$ cat src/rtl/l2_mem_bridge.sv
// rtl/l2_mem_bridge.sv - splits L2 line requests into narrow external beats and reassembles read lines
// Optional response watchdog enabled by defining L2_MEM_BRIDGE_TIMEOUT_EN.
module l2_mem_bridge #(
  parameter int ADDR_W          = 64,
  parameter int LINE_BITS       = 128,
  parameter int BEAT_BITS       = 32,
  parameter int MAX_OUTSTANDING = 2,
  parameter int TIMEOUT_CYC     = 1024
) (
  input  logic                 clk,
  input  logic                 reset,
  input  logic                 mem_req_valid,
  input  logic [ADDR_W-1:0]    mem_req_addr,
  input  logic [LINE_BITS-1:0] mem_req_store_data,
  input  logic [3:0]           mem_req_opcode,
  output logic                 mem_rsp_valid,
  output logic [LINE_BITS-1:0] mem_rsp_load_data,
  output logic                 ext_req_valid,
  input  logic                 ext_req_ready,
  output logic [ADDR_W-1:0]    ext_req_addr,
  output logic                 ext_req_we,
  output logic [BEAT_BITS-1:0] ext_req_wdata,
  input  logic                 ext_rsp_valid,
  input  logic [BEAT_BITS-1:0] ext_rsp_rdata,
  output logic                 busy,
  output logic                 bus_error
);
  localparam int NBEATS   = LINE_BITS / BEAT_BITS;
  localparam int LINE_LSB = $clog2(LINE_BITS / 8);
  localparam int BEAT_SH  = $clog2(BEAT_BITS / 8);
  localparam int CW       = $clog2(NBEATS) + 1;
  localparam logic [CW-1:0] NB_C   = CW'(NBEATS);
  localparam logic [CW-1:0] MAXO_C = CW'(MAX_OUTSTANDING);
  localparam logic [3:0] OP_RD = 4'd4;
  localparam logic [3:0] OP_WR = 4'd7;

  typedef enum logic [1:0] {S_IDLE = 2'd0, S_ISSUE = 2'd1, S_RESP = 2'd2, S_DONE = 2'd3} state_t;

  state_t                r_state, w_next_state;
  logic [ADDR_W-1:0]     r_base;
  logic                  r_is_read;
  logic [LINE_BITS-1:0]  r_wline, r_buf, r_rsp_data, w_buf_next;
  logic [CW-1:0]         r_issue_cnt, r_rsp_cnt, w_outstanding;
  logic                  r_bus_error;
  logic                  w_accept, w_op_ok, w_req_valid, w_req_fire;
  logic                  w_rsp_take, w_rsp_bad, w_last_rsp, w_abort;
  logic [BEAT_BITS-1:0]  w_wdata;
  logic                  w_unused;

  assign w_op_ok       = (mem_req_opcode == OP_RD) || (mem_req_opcode == OP_WR);
  assign w_accept      = (r_state == S_IDLE) && mem_req_valid;
  assign w_outstanding = r_issue_cnt - r_rsp_cnt;
  assign w_req_valid   = (r_state == S_ISSUE) && (r_issue_cnt < NB_C) && (w_outstanding < MAXO_C);
  assign w_req_fire    = w_req_valid && ext_req_ready;
  // Responses only count while a beat is actually awaited; anything else is a protocol error.
  assign w_rsp_take    = ext_rsp_valid && (r_state == S_ISSUE) && (w_outstanding != '0);
  assign w_rsp_bad     = ext_rsp_valid && !w_rsp_take;
  assign w_last_rsp    = w_rsp_take && (r_rsp_cnt == NB_C - 1'b1);
  assign w_unused      = &{1'b0, mem_req_addr[LINE_LSB-1:0], (TIMEOUT_CYC > 0)};

`ifdef L2_MEM_BRIDGE_TIMEOUT_EN
  localparam int WDW = $clog2(TIMEOUT_CYC + 1);
  logic [WDW-1:0] r_wd;
  logic           w_wd_run;

  assign w_wd_run = (r_state == S_ISSUE) && (w_outstanding != '0) && !ext_rsp_valid;
  assign w_abort  = w_wd_run && (r_wd == WDW'(TIMEOUT_CYC - 1));

  always_ff @(posedge clk) begin
    if (reset || !w_wd_run) r_wd <= '0;
    else                    r_wd <= r_wd + 1'b1;
  end
`else
  assign w_abort = 1'b0;
`endif

  always_ff @(posedge clk) begin
    if (reset) r_state <= S_IDLE;
    else       r_state <= w_next_state;
  end

  always_comb begin
    w_next_state = r_state;
    case (r_state)
      S_IDLE:  if (mem_req_valid) w_next_state = w_op_ok ? S_ISSUE : S_RESP;
      S_ISSUE: if (w_last_rsp || w_abort) w_next_state = S_RESP;
      S_RESP:  w_next_state = S_DONE;
      S_DONE:  w_next_state = S_IDLE;
      default: w_next_state = S_IDLE;
    endcase
  end

  always_comb begin
    w_wdata = '0;
    for (int i = 0; i < NBEATS; i++)
      if (r_issue_cnt == CW'(i)) w_wdata = r_wline[i*BEAT_BITS +: BEAT_BITS];
    mem_rsp_valid     = (r_state == S_RESP);
    mem_rsp_load_data = r_rsp_data;
    busy              = (r_state != S_IDLE);
    bus_error         = r_bus_error;
    ext_req_valid     = w_req_valid;
    ext_req_addr      = w_req_valid ? r_base + (ADDR_W'(r_issue_cnt) << BEAT_SH) : '0;
    ext_req_we        = w_req_valid && !r_is_read;
    ext_req_wdata     = (w_req_valid && !r_is_read) ? w_wdata : '0;
  end

  always_comb begin
    w_buf_next = r_buf;
    for (int i = 0; i < NBEATS; i++)
      if (w_rsp_take && (r_rsp_cnt == CW'(i))) w_buf_next[i*BEAT_BITS +: BEAT_BITS] = ext_rsp_rdata;
  end

  always_ff @(posedge clk) begin
    if (reset) begin
      r_base      <= '0;
      r_is_read   <= 1'b0;
      r_wline     <= '0;
      r_buf       <= '0;
      r_rsp_data  <= '0;
      r_issue_cnt <= '0;
      r_rsp_cnt   <= '0;
      r_bus_error <= 1'b0;
    end else begin
      r_buf <= w_buf_next;
      if (w_accept) begin
        r_base      <= {mem_req_addr[ADDR_W-1:LINE_LSB], {LINE_LSB{1'b0}}};
        r_is_read   <= (mem_req_opcode == OP_RD);
        r_wline     <= mem_req_store_data;
        r_issue_cnt <= '0;
        r_rsp_cnt   <= '0;
      end else begin
        if (w_req_fire) r_issue_cnt <= r_issue_cnt + 1'b1;
        if (w_rsp_take) r_rsp_cnt   <= r_rsp_cnt + 1'b1;
      end
      // The final beat lands in the same cycle as the RESP transition, so capture the merged buffer.
      if (w_accept && !w_op_ok)
        r_rsp_data <= '0;
      else if ((r_state == S_ISSUE) && (w_next_state == S_RESP))
        r_rsp_data <= (r_is_read && !w_abort) ? w_buf_next : '0;
      if ((w_accept && !w_op_ok) || w_abort || w_rsp_bad)
        r_bus_error <= 1'b1;
    end
  end
endmodule
$ cat config.mk
export PLATFORM = sky130hd
export DESIGN_NAME = l2_mem_bridge
export DESIGN_NICKNAME = d
export VERILOG_FILES = /design/src/rtl/l2_mem_bridge.sv
export SDC_FILE = /design/constraint.sdc
export NUM_CORES = 1
export LEC_CHECK = 0
export BUFFER_PORTS_ARGS = -buffer_cell sky130_fd_sc_hd__buf_2
export CAP_MARGIN = 40
export CORE_MARGIN = 2
export CORE_UTILIZATION = 28
export CTS_CLUSTER_DIAMETER = 50
export DETAILED_ROUTE_END_ITERATION = 7
export GPL_ROUTABILITY_DRIVEN = 0
export PLACE_DENSITY = 0.53
export SLEW_MARGIN = 20
export SYNTH_ARGS = -nofsm -noshare
export SYNTH_HDL_FRONTEND = slang
export SYNTH_SLANG_ARGS = --single-unit
$ cat constraint.sdc
create_clock -name clk -period 8.65 [get_ports clk]
set_clock_uncertainty 0.15 [all_clocks]
set_input_delay 1.2975 -clock clk [delete_from_list [all_inputs] [get_ports clk]]
set_output_delay 1.2975 -clock clk [all_outputs]
set_load 0.05 [all_outputs]
# After elaboration in Yosys (flattened, before gate mapping)
# Index checks and enable logic that the tools add are counted.
# Widths: inputs -> output; s select.
# word_totals
reg_bits	454
# classes
n_addsub	4
n_lt_le_gt_ge	2
n_eq_ne	12
muxes	15
reduce_logical	26
# ops
cell	count
$mux 32	9
$mux 128	1
$add 64x5->64	1
$mux 64	1
$logic_and 1x1->1	14
$eq 3x2->1 const B	4
$eq 4x3->1 const B	2
$pmux 2 s4	1
$add 3x1->3 const B	2
$eq 2x2->1 const B	3
$eq 3x1->1 const B	2
$logic_not 3->1	2
$mux 2	3
$reduce_or 2->1	2
$logic_not 1->1	3
$lt 3x2->1 const B	1
$lt 3x3->1 const B	1
$reduce_bool 3->1	1
$sub 3x3->3	1
$eq 2x1->1 const B	1
$logic_not 2->1	1
$logic_or 1x1->1	2
$reduce_bool 2->1	1

# Longest topological paths before layout
# Gate-level depths: netlist of run 1.
# logic_depth
depth_word	8
ltp_mapped	11
ltp_nobuf	9

# Worst setup path before layout of run 1
# Ideal clock, no wire load.
# synth_timing
path_type	reg2out
from	register r_issue_cnt[0]
to	output ext_req_wdata[10]
t_arrival_ns	3.049
required_time_ns	7.203
setup_slack_ns	4.154
stages_incl_launch_ff	11
n_path_buf	2
path_cell_list	dfxtp_1 inv_1 ha_1 fa_1 xnor2_1 nand4_1 inv_1 nand2b_1 clkbuf_1 clkbuf_1 nor2_1
# synth_between
word_cells_on_any_way	15
cone_classes	add/sub: 1; order compare: 2; eq/ne: 3; mux: 5; reduce/logical: 4
# synth_rtl
item	line_no	rtl
from (decl)	43	logic [CW-1:0] r_issue_cnt, r_rsp_cnt, w_outstanding;
from (signal assigned)	132	if (w_req_fire) r_issue_cnt <= r_issue_cnt + 1'b1;
$sub 3x3->3 / $lt 3x3->1 (equally long branches)	52, 53	
$lt 3x2->1 / $logic_and 1x1->1 (equally long branches)	53	assign w_req_valid = (r_state == S_ISSUE) && (r_issue_cnt < NB_C) && (w_outstanding < MAXO_C);
$logic_and 1x1->1 (*)	53	
net ext_req_valid	18	output logic ext_req_valid,
$logic_and 1x1->1 (*)	104	ext_req_wdata = (w_req_valid && !r_is_read) ? w_wdata : '0;
$mux 32 (*)	104	
to (decl)	22	output logic [BEAT_BITS-1:0] ext_req_wdata,
# Mark *: on every way through the listed nets, which the timed path passes. The rest lies on a longest branch.

# Final worst setup path of run 1
# layout_timing
from	register r_issue_cnt[0]
to	output ext_req_wdata[2]
# layout_between
elab_chain_cells	6
word_cells_on_any_way	15
cone_classes	add/sub: 1; order compare: 2; eq/ne: 3; mux: 5; reduce/logical: 4
# layout_lines
item	line_no
parallel branches: the longest is 5 deep, another holds $sub 3x3->3	--
$mux 32 (*)	104
# Mark *: on every way between the ends.

==> results of run 1 <==
[metal layers]
metal / vias to the layer above / track usage, % / wire length [um]
met3: 81 / 5.09 / 4210
met1: 7442 / 22.0 / 24800
li1: 7711 / - / -
met5: - / 0 / 0
met2: 435 / 28.3 / 26400
met4: 0 / 5.53 / 1310
[power breakdown]
part | switching, uW | internal, uW
Clock | 916 | 1370
Sequential | 57.4 | 2020
Combinational | 329 | 153
Total | 1300 | 3540
[worst max-delay path by stage]
stage          slack [ps]                    end           start
6_report             3330       ext_req_wdata[2]  r_issue_cnt[0]
5_1_grt              3040       ext_req_addr[45]      r_base[13]
4_1_cts              3260      ext_req_wdata[18]  r_issue_cnt[0]
3_5_place_dp         3910      ext_req_wdata[18]  r_issue_cnt[0]
3_3_place_gp         3580  mem_rsp_load_data[82]   mem_req_valid
2_1_floorplan        4150      ext_req_wdata[10]  r_issue_cnt[0]
[area by class of cell]
| class | count | area [sq um] | share of cell area [%] |
|---|---|---|---|
| multi-input cells | 1430 | 7930 | 36.2 |
| diodes | 11 | 27.5 | 0.126 |
| well taps | 782 | 978 | 4.47 |
| flip-flops and latches | 422 | 8450 | 38.6 |
| inverters | 19 | 71.3 | 0.326 |
| clock buffers | 69 | 1470 | 6.70 |
| repair buffers | 481 | 2590 | 11.8 |
| clock inverters | 31 | 374 | 1.71 |
[logic make-up after synthesis]
group,after synthesis,share of synthesized area [%]
multiplexers,97,5.71
buffers and inverters,182,4.08
XOR/XNOR,39,2.01
other,1,0.0220
flip-flops,422,49.7
AO/OA/AOI/OAI,472,17.1
AND/OR/NAND/NOR,806,20.4
adder cells (fa/ha/maj),14,1.07
[per-stage QoR]
stage,utilization (%),total power (uW)
after floorplan,-,2420
after global placement,33.0,2590
after detailed placement,33.2,2600
after CTS,36.2,4910
after global routing,36.3,5050
final,36.3,4840
[state kept, by name (all words and copies together) (netlist names)]
signal	cells
bus_error	1
r_buf	96
r_wline	128
r_issue_cnt	3
r_rsp_cnt	3
r_is_read	1
r_base	60
mem_rsp_load_data	128
r_state	2
[tightest hold or removal path, cell delays in order (launching register included)]
cell and delay, ps:
dfxtp_1 310, nand2_1 50, a21oi_1 50
[cells in the final DEF, fill, tap and decap left out, drive strengths merged, types with 4 or more instances in the layout]
| cell | instances |
|---|---|
| nand3 | 52 |
| nand2 | 405 |
| a211oi | 33 |
| o2bb2ai | 96 |
| and3 | 4 |
| mux2i | 97 |
| ha | 13 |
| and2 | 4 |
| buf | 481 |
| clkbuf | 69 |
| dfxtp | 422 |
| clkinv | 14 |
| or3 | 25 |
| o21ai | 23 |
| a21oi | 280 |
| and4 | 5 |
| nor2 | 212 |
| nand4 | 14 |
| inv | 28 |
| xnor2 | 30 |
| nor4 | 17 |
| xor2 | 9 |
| nor3 | 9 |
| a22oi | 32 |
| nand2b | 38 |
| or4 | 7 |
| diode | 11 |
| bufinv | 5 |
==> impl_metrics.py, run 1 <==
metrics = {
    "synth": {
        "ys_ff_latch": 422,
        "netlist.area_leader.share_pct": 49.7,
        "synth_common_cells": "dfxtp_1 (422), nand2_1 (405), a21oi_1 (280)",
        "ys_warn_count": 0,
        "async_flop_share_pct": 0,
        "synthCells": 2033,
        "synth_cell_type_count": 41,
        "seq_area_frac_synth_pct": 49.7,
        "synth_ff_type": "dfxtp_1",
        "synth_edf_count": 0,
        "yosysTopAreaCell": "dfxtp_1",
        "synth.avg_cell_area_sq_um": 8.37,
        "syn_area_sq_um": 17000,
        "synthTopCellsByArea": "dfxtp_1 (50%), nand2_1 (8.9%), a21oi_1 (8.2%)",
        "yosysMostFrequentCell": "dfxtp_1",
    },
    "global_route": {
        "grt_pass1_vias": 15200,
        "grt_usage_pct": 17.4,
        "grt_overflow": 0,
        "grt_antenna_before_repair": 12,
        "grt_first_pass_wirelength_um": 86600,
        "grt_max_degree": 191,
    },
    "drt": {
        "vias": 15700,
        "avgViaCountPerCell": 4.83,
        "first_pass_iters": 5,
        "routed_wl_um": 56700,
        "drt_iter0_markers": 934,
        "drc": 0,
        "wl_per_cell_um": 17.5,
        "detail-route-antenna-nets": 0,
    },
    "die": {
        "die_y_um": 250,
        "dieArea_sq_um": 62700,
        "core_area_sq_um": 60200,
        "ios": 462,
        "initial_utilization_pct": 28.2,
        "num_rows": 90,
        "die_x_um": 250,
    },
    "finish": {
        "fin_nets": 2654,
        "synthToLayoutAreaGrowth_pct": 28.7,
        "nFillCells": 6286,
        "finalNonFillerCells": 3245,
        "drive_gt1_share_pct": 24.0,
        "stdcell_area_sq_um": 21900,
    },
    "worst_setup_path": {
        "worstRegToRegCells": 12,
        "ff2ff_setup_slack_ps": 4840,
        "cp.required_ps": 7200,
        "r2r_end": "mem_rsp_load_data[73]",
        "crit-reg2reg-launch": "r_issue_cnt[0]",
        "path_cells": "inv_1 > ha_1 > fa_1 > xnor2_1 > nand4_1 > buf_4 > inv_1 > nand2b_1 > buf_4 > nor2_1 > buf_2",
        "cp.depth": 11,
        "slowest_delay_ps": 540,
        "startpoint_type": "flip-flop",
        "worst-path-buf-inv": 5,
        "crit_path_max_fanout": 61,
        "critical_path_class": "flip-flop to output pin",
        "endpoint_kind": "output pin",
        "cp_top_family": "buffers and inverters",
        "crit_slowest_cell": "buf_4",
        "crit_arrival_ps": 3870,
    },
    "run_status": {
        "status": "completed",
    },
    "job": {
        "cap_violations": 0,
    },
    "sta": {
        "max_freq_ghz": 0.188,
        "fin_crit_ps": 5320,
        "min_period_over_period_pct": 61.5,
        "drv_slew": 0,
        "rsz0062_at_grt": "no",
        "hold_viol": 0,
        "tightest_slew_ps": 956,
        "setup_ws_ps": 3330,
        "setup_viol": 0,
        "holdWs_ps": 303,
        "maxSlewHeadroom_pct": 36.2,
        "fin_setup_tns_ps": 0,
    },
    "worst_hold_path": {
        "hp-start": "r_wline[61]",
        "holdPathEnd": "r_wline[61]",
        "hold_path_class": "flip-flop to flip-flop",
        "hold_path_depth": 2,
    },
    "place": {
        "post-place-cells": 3132,
        "dp_hpwl_um": 37800,
        "pre_cts_slack_ps": 3910,
        "portBuffers": 455,
        "place_area_sq_um": 20000,
    },
    "power_and_ir_drop": {
        "irDropWorstVdd_uv": 159,
        "powerDensity_nw_per_um2": 221,
        "leakage_uw": 0.00937,
    },
    "clock_tree": {
        "cts_tree": "built",
        "clkTransAtPathRegs_ps": 60,
        "clockRootBuffer": "clkbuf_16",
        "postCtsSetupRepairBufs": 0,
        "cts_resized": 0,
        "clk_latency_ps": 600,
        "clockBufferDepth": 3,
        "ctsHoldBuffers": 0,
        "numCtsBuffers": 53,
        "htreeDepth": 2,
        "cts.sinks": 422,
    },
}
(Power assumes the default switching activity.)
==> run 2, diff against run 1 <==
--- a/config.mk
+++ b/config.mk
@@ -5,6 +5,7 @@
 export SDC_FILE = /design/constraint.sdc
 export NUM_CORES = 1
 export LEC_CHECK = 0
+export ABC_AREA = 1
 export BUFFER_PORTS_ARGS = -buffer_cell sky130_fd_sc_hd__buf_2
 export CAP_MARGIN = 40
 export CORE_MARGIN = 2
==> constraint.sdc (replaced) <==
create_clock -name clk -period 4.6 [get_ports clk]
set_clock_uncertainty 0.15 [all_clocks]
set_input_delay 0.69 -clock clk [delete_from_list [all_inputs] [get_ports clk]]
set_output_delay 0.69 -clock clk [all_outputs]
set_load 0.05 [all_outputs]
==> impl_metrics.py, run 2 <==
metrics = {
    "sta": {
        "tightest_slew_ps": 803,
        "maxSlewHeadroom_pct": 46.5,
        "hold_viol": 0,
        "setup_viol": 0,
        "min_period_over_period_pct": 93.0,
        "drv_slew": 0,
        "fin_crit_ps": 4280,
        "rsz0062_at_grt": "no",
        "max_freq_ghz": 0.234,
        "fin_setup_tns_ps": 0,
    },
    "synth": {
        "synth.avg_cell_area_sq_um": 6.78,
        "netlist.area_leader.share_pct": 43.8,
        "ys_warn_count": 0,
        "async_flop_share_pct": 0,
        "synth_common_cells": "nor2_1 (647), nand2_1 (502), dfxtp_1 (454)",
        "synth_cell_type_count": 39,
        "yosysMostFrequentCell": "nor2_1",
        "syn_area_sq_um": 20800,
        "ys_ff_latch": 454,
        "synthCells": 3063,
        "yosysTopAreaCell": "dfxtp_1",
        "seq_area_frac_synth_pct": 43.8,
        "synth_ff_type": "dfxtp_1",
        "synth_edf_count": 0,
        "synthTopCellsByArea": "dfxtp_1 (44%), nor2_1 (12%), nand2_1 (9.1%)",
    },
    "clock_tree": {
        "cts.sinks": 454,
        "clkTransAtPathRegs_ps": 50,
        "htreeDepth": 3,
        "ctsHoldBuffers": 0,
        "cts_resized": 0,
        "cts_tree": "built",
        "clockRootBuffer": "clkbuf_16",
        "clk_latency_ps": 600,
        "numCtsBuffers": 73,
        "clockBufferDepth": 3,
        "postCtsSetupRepairBufs": 0,
    },
    "worst_setup_path": {
        "crit-reg2reg-launch": "r_issue_cnt[0]",
        "cp.required_ps": 3760,
        "crit_path_end": "ext_req_addr[9]",
        "crit_path_max_fanout": 12,
        "r2r_end": "mem_rsp_load_data[14]",
        "critical_path_class": "flip-flop to output pin",
        "startpoint_type": "flip-flop",
        "startpoint": "r_issue_cnt[0]",
        "crit_arrival_ps": 3440,
        "ff2ff_setup_slack_ps": 1220,
        "worstRegToRegCells": 12,
        "endpoint_kind": "output pin",
    },
    "power_and_ir_drop": {
        "powerDensity_nw_per_um2": 423,
        "p_comb_share_pct": 10.9,
        "leakage_uw": 0.0115,
        "cellInternalPower_uw": 8030,
        "switching_share_pct": 28.2,
        "irDropWorstVdd_uv": 222,
        "p_switching_uw": 3150,
        "clockPowerShare_pct": 50.5,
        "pwr-share-seq_pct": 38.6,
    },
    "global_route": {
        "grt_first_pass_wirelength_um": 119000,
        "grt_overflow": 0,
        "grt_use_met2_pct": 30.6,
        "grt_pass1_vias": 19700,
        "grtUsageMet3_pct": 3.53,
        "grt_util_met1_pct": 27.3,
        "busiest_layer": "met2",
        "grt_antenna_before_repair": 16,
        "grt_max_degree": 162,
        "grt_usage_pct": 19.8,
    },
    "finish": {
        "post-route-util_pct": 36.0,
        "synthToLayoutAreaGrowth_pct": 27.1,
        "most-common-layout-cells": "nor2_1 (642), nand2_1 (500), buf_2 (454)",
        "nFillCells": 7961,
        "drive_gt1_share_pct": 19.0,
        "layout_commonest_cell": "nor2_1",
        "fin_nets": 3678,
    },
    "die": {
        "die_x_um": 276,
        "ios": 462,
        "initial_utilization_pct": 28.3,
        "num_rows": 99,
        "dieArea_sq_um": 76300,
        "die_y_um": 276,
        "core_area_sq_um": 73200,
    },
    "worst_hold_path": {
        "hold_path_class": "input pin to flip-flop",
    },
    "drt": {
        "first_pass_iters": 6,
        "drc": 0,
        "detail-route-antenna-nets": 0,
        "wl_per_cell_um": 17.5,
        "avgViaCountPerCell": 4.73,
        "vias": 21100,
        "drt_iter0_markers": 1562,
        "routed_wl_um": 77800,
    },
    "place": {
        "portBuffers": 455,
        "dp_hpwl_um": 53200,
    },
    "run_status": {
        "status": "completed",
    },
    "job": {
        "cap_violations": 0,
    },
}
## run 2: how the worst min path moves through the flow
stage / start / depth (start not counted) / end / slack, ps
after CTS: mem_req_store_data[26] / 3 / r_wline[26] / 130
after floorplan: r_wline[100] / 2 / r_wline[100] / 300
after global routing: mem_req_store_data[27] / 3 / r_wline[27] / 150
after global placement: mem_rsp_load_data[127] / 2 / mem_rsp_load_data[127] / 300
after detailed placement: mem_rsp_load_data[105] / 2 / mem_rsp_load_data[105] / 300
final: mem_req_store_data[26] / 3 / r_wline[26] / 170
## run 2: final cells by class
| cell class | count | area, sq um | share of cell area [%] |
|---|---|---|---|
| inverters | 258 | 981 | 3.72 |
| clock buffers | 88 | 1970 | 7.48 |
| clock inverters | 42 | 510 | 1.93 |
| diodes | 15 | 37.5 | 0.142 |
| repair buffers | 498 | 2760 | 10.5 |
| multi-input cells | 2146 | 9830 | 37.3 |
| well taps | 959 | 1200 | 4.55 |
| flip-flops and latches | 454 | 9090 | 34.5 |
## run 2: worst max-delay path, cell delays in order, from the launching register on
cell and delay [ps]:
dfxtp_1 350, inv_1 120, ha_1 230, fa_1 410, inv_1 90, nand2_1 50
a21oi_1 140, nand3_2 270, inv_1 500, o21ai_0 160, a21oi_1 200, buf_2 300
## run 2: kinds of logic (layout without fill, tap and decap cells)
| kind of cell | count (synthesis) | in the layout | synth area share, % |
|---|---|---|---|
| AO/OA/AOI/OAI | 514 | 514 | 12.9 |
| XOR/XNOR | 34 | 34 | 1.43 |
| adder cells (fa/ha/maj) | 14 | 14 | 0.880 |
| buffers and inverters | 464 | 886 | 9.07 |
| flip-flops | 454 | 454 | 43.8 |
| other | 1 | 17 | 0.0181 |
| AND/OR/NAND/NOR | 1582 | 1582 | 31.9 |
## run 2: metrics by stage
step	instance area (sq um)	total power [uW]	cells	worst slack (ps)	hold slack, ps
2_1_floorplan	20800	5150	3064	854	305
3_3_place_gp	23700	5590	4310	950	302
3_5_place_dp	23800	5600	4312	931	304
4_1_cts	26300	11300	4442	282	129
5_1_grt	26400	11600	4460	50.2	152
6_report	26400	11200	4460	323	173
## run 2: power groups by stage
stage | registers [uW] | logic, uW | clock network, uW
after global placement | 4380 | 1210 | 0
final | 4310 | 1220 | 5650
after CTS | 4300 | 1220 | 5780
after global routing | 4330 | 1360 | 5950
after detailed placement | 4390 | 1220 | 0
after floorplan | 4340 | 814 | 0
## run 2: routing by layer
metal | up-vias | wire length [um]
met5 | - | 13
met4 | 2 | 2370
met3 | 132 | 4230
met2 | 622 | 35400
met1 | 9681 | 35800
li1 | 10600 | -
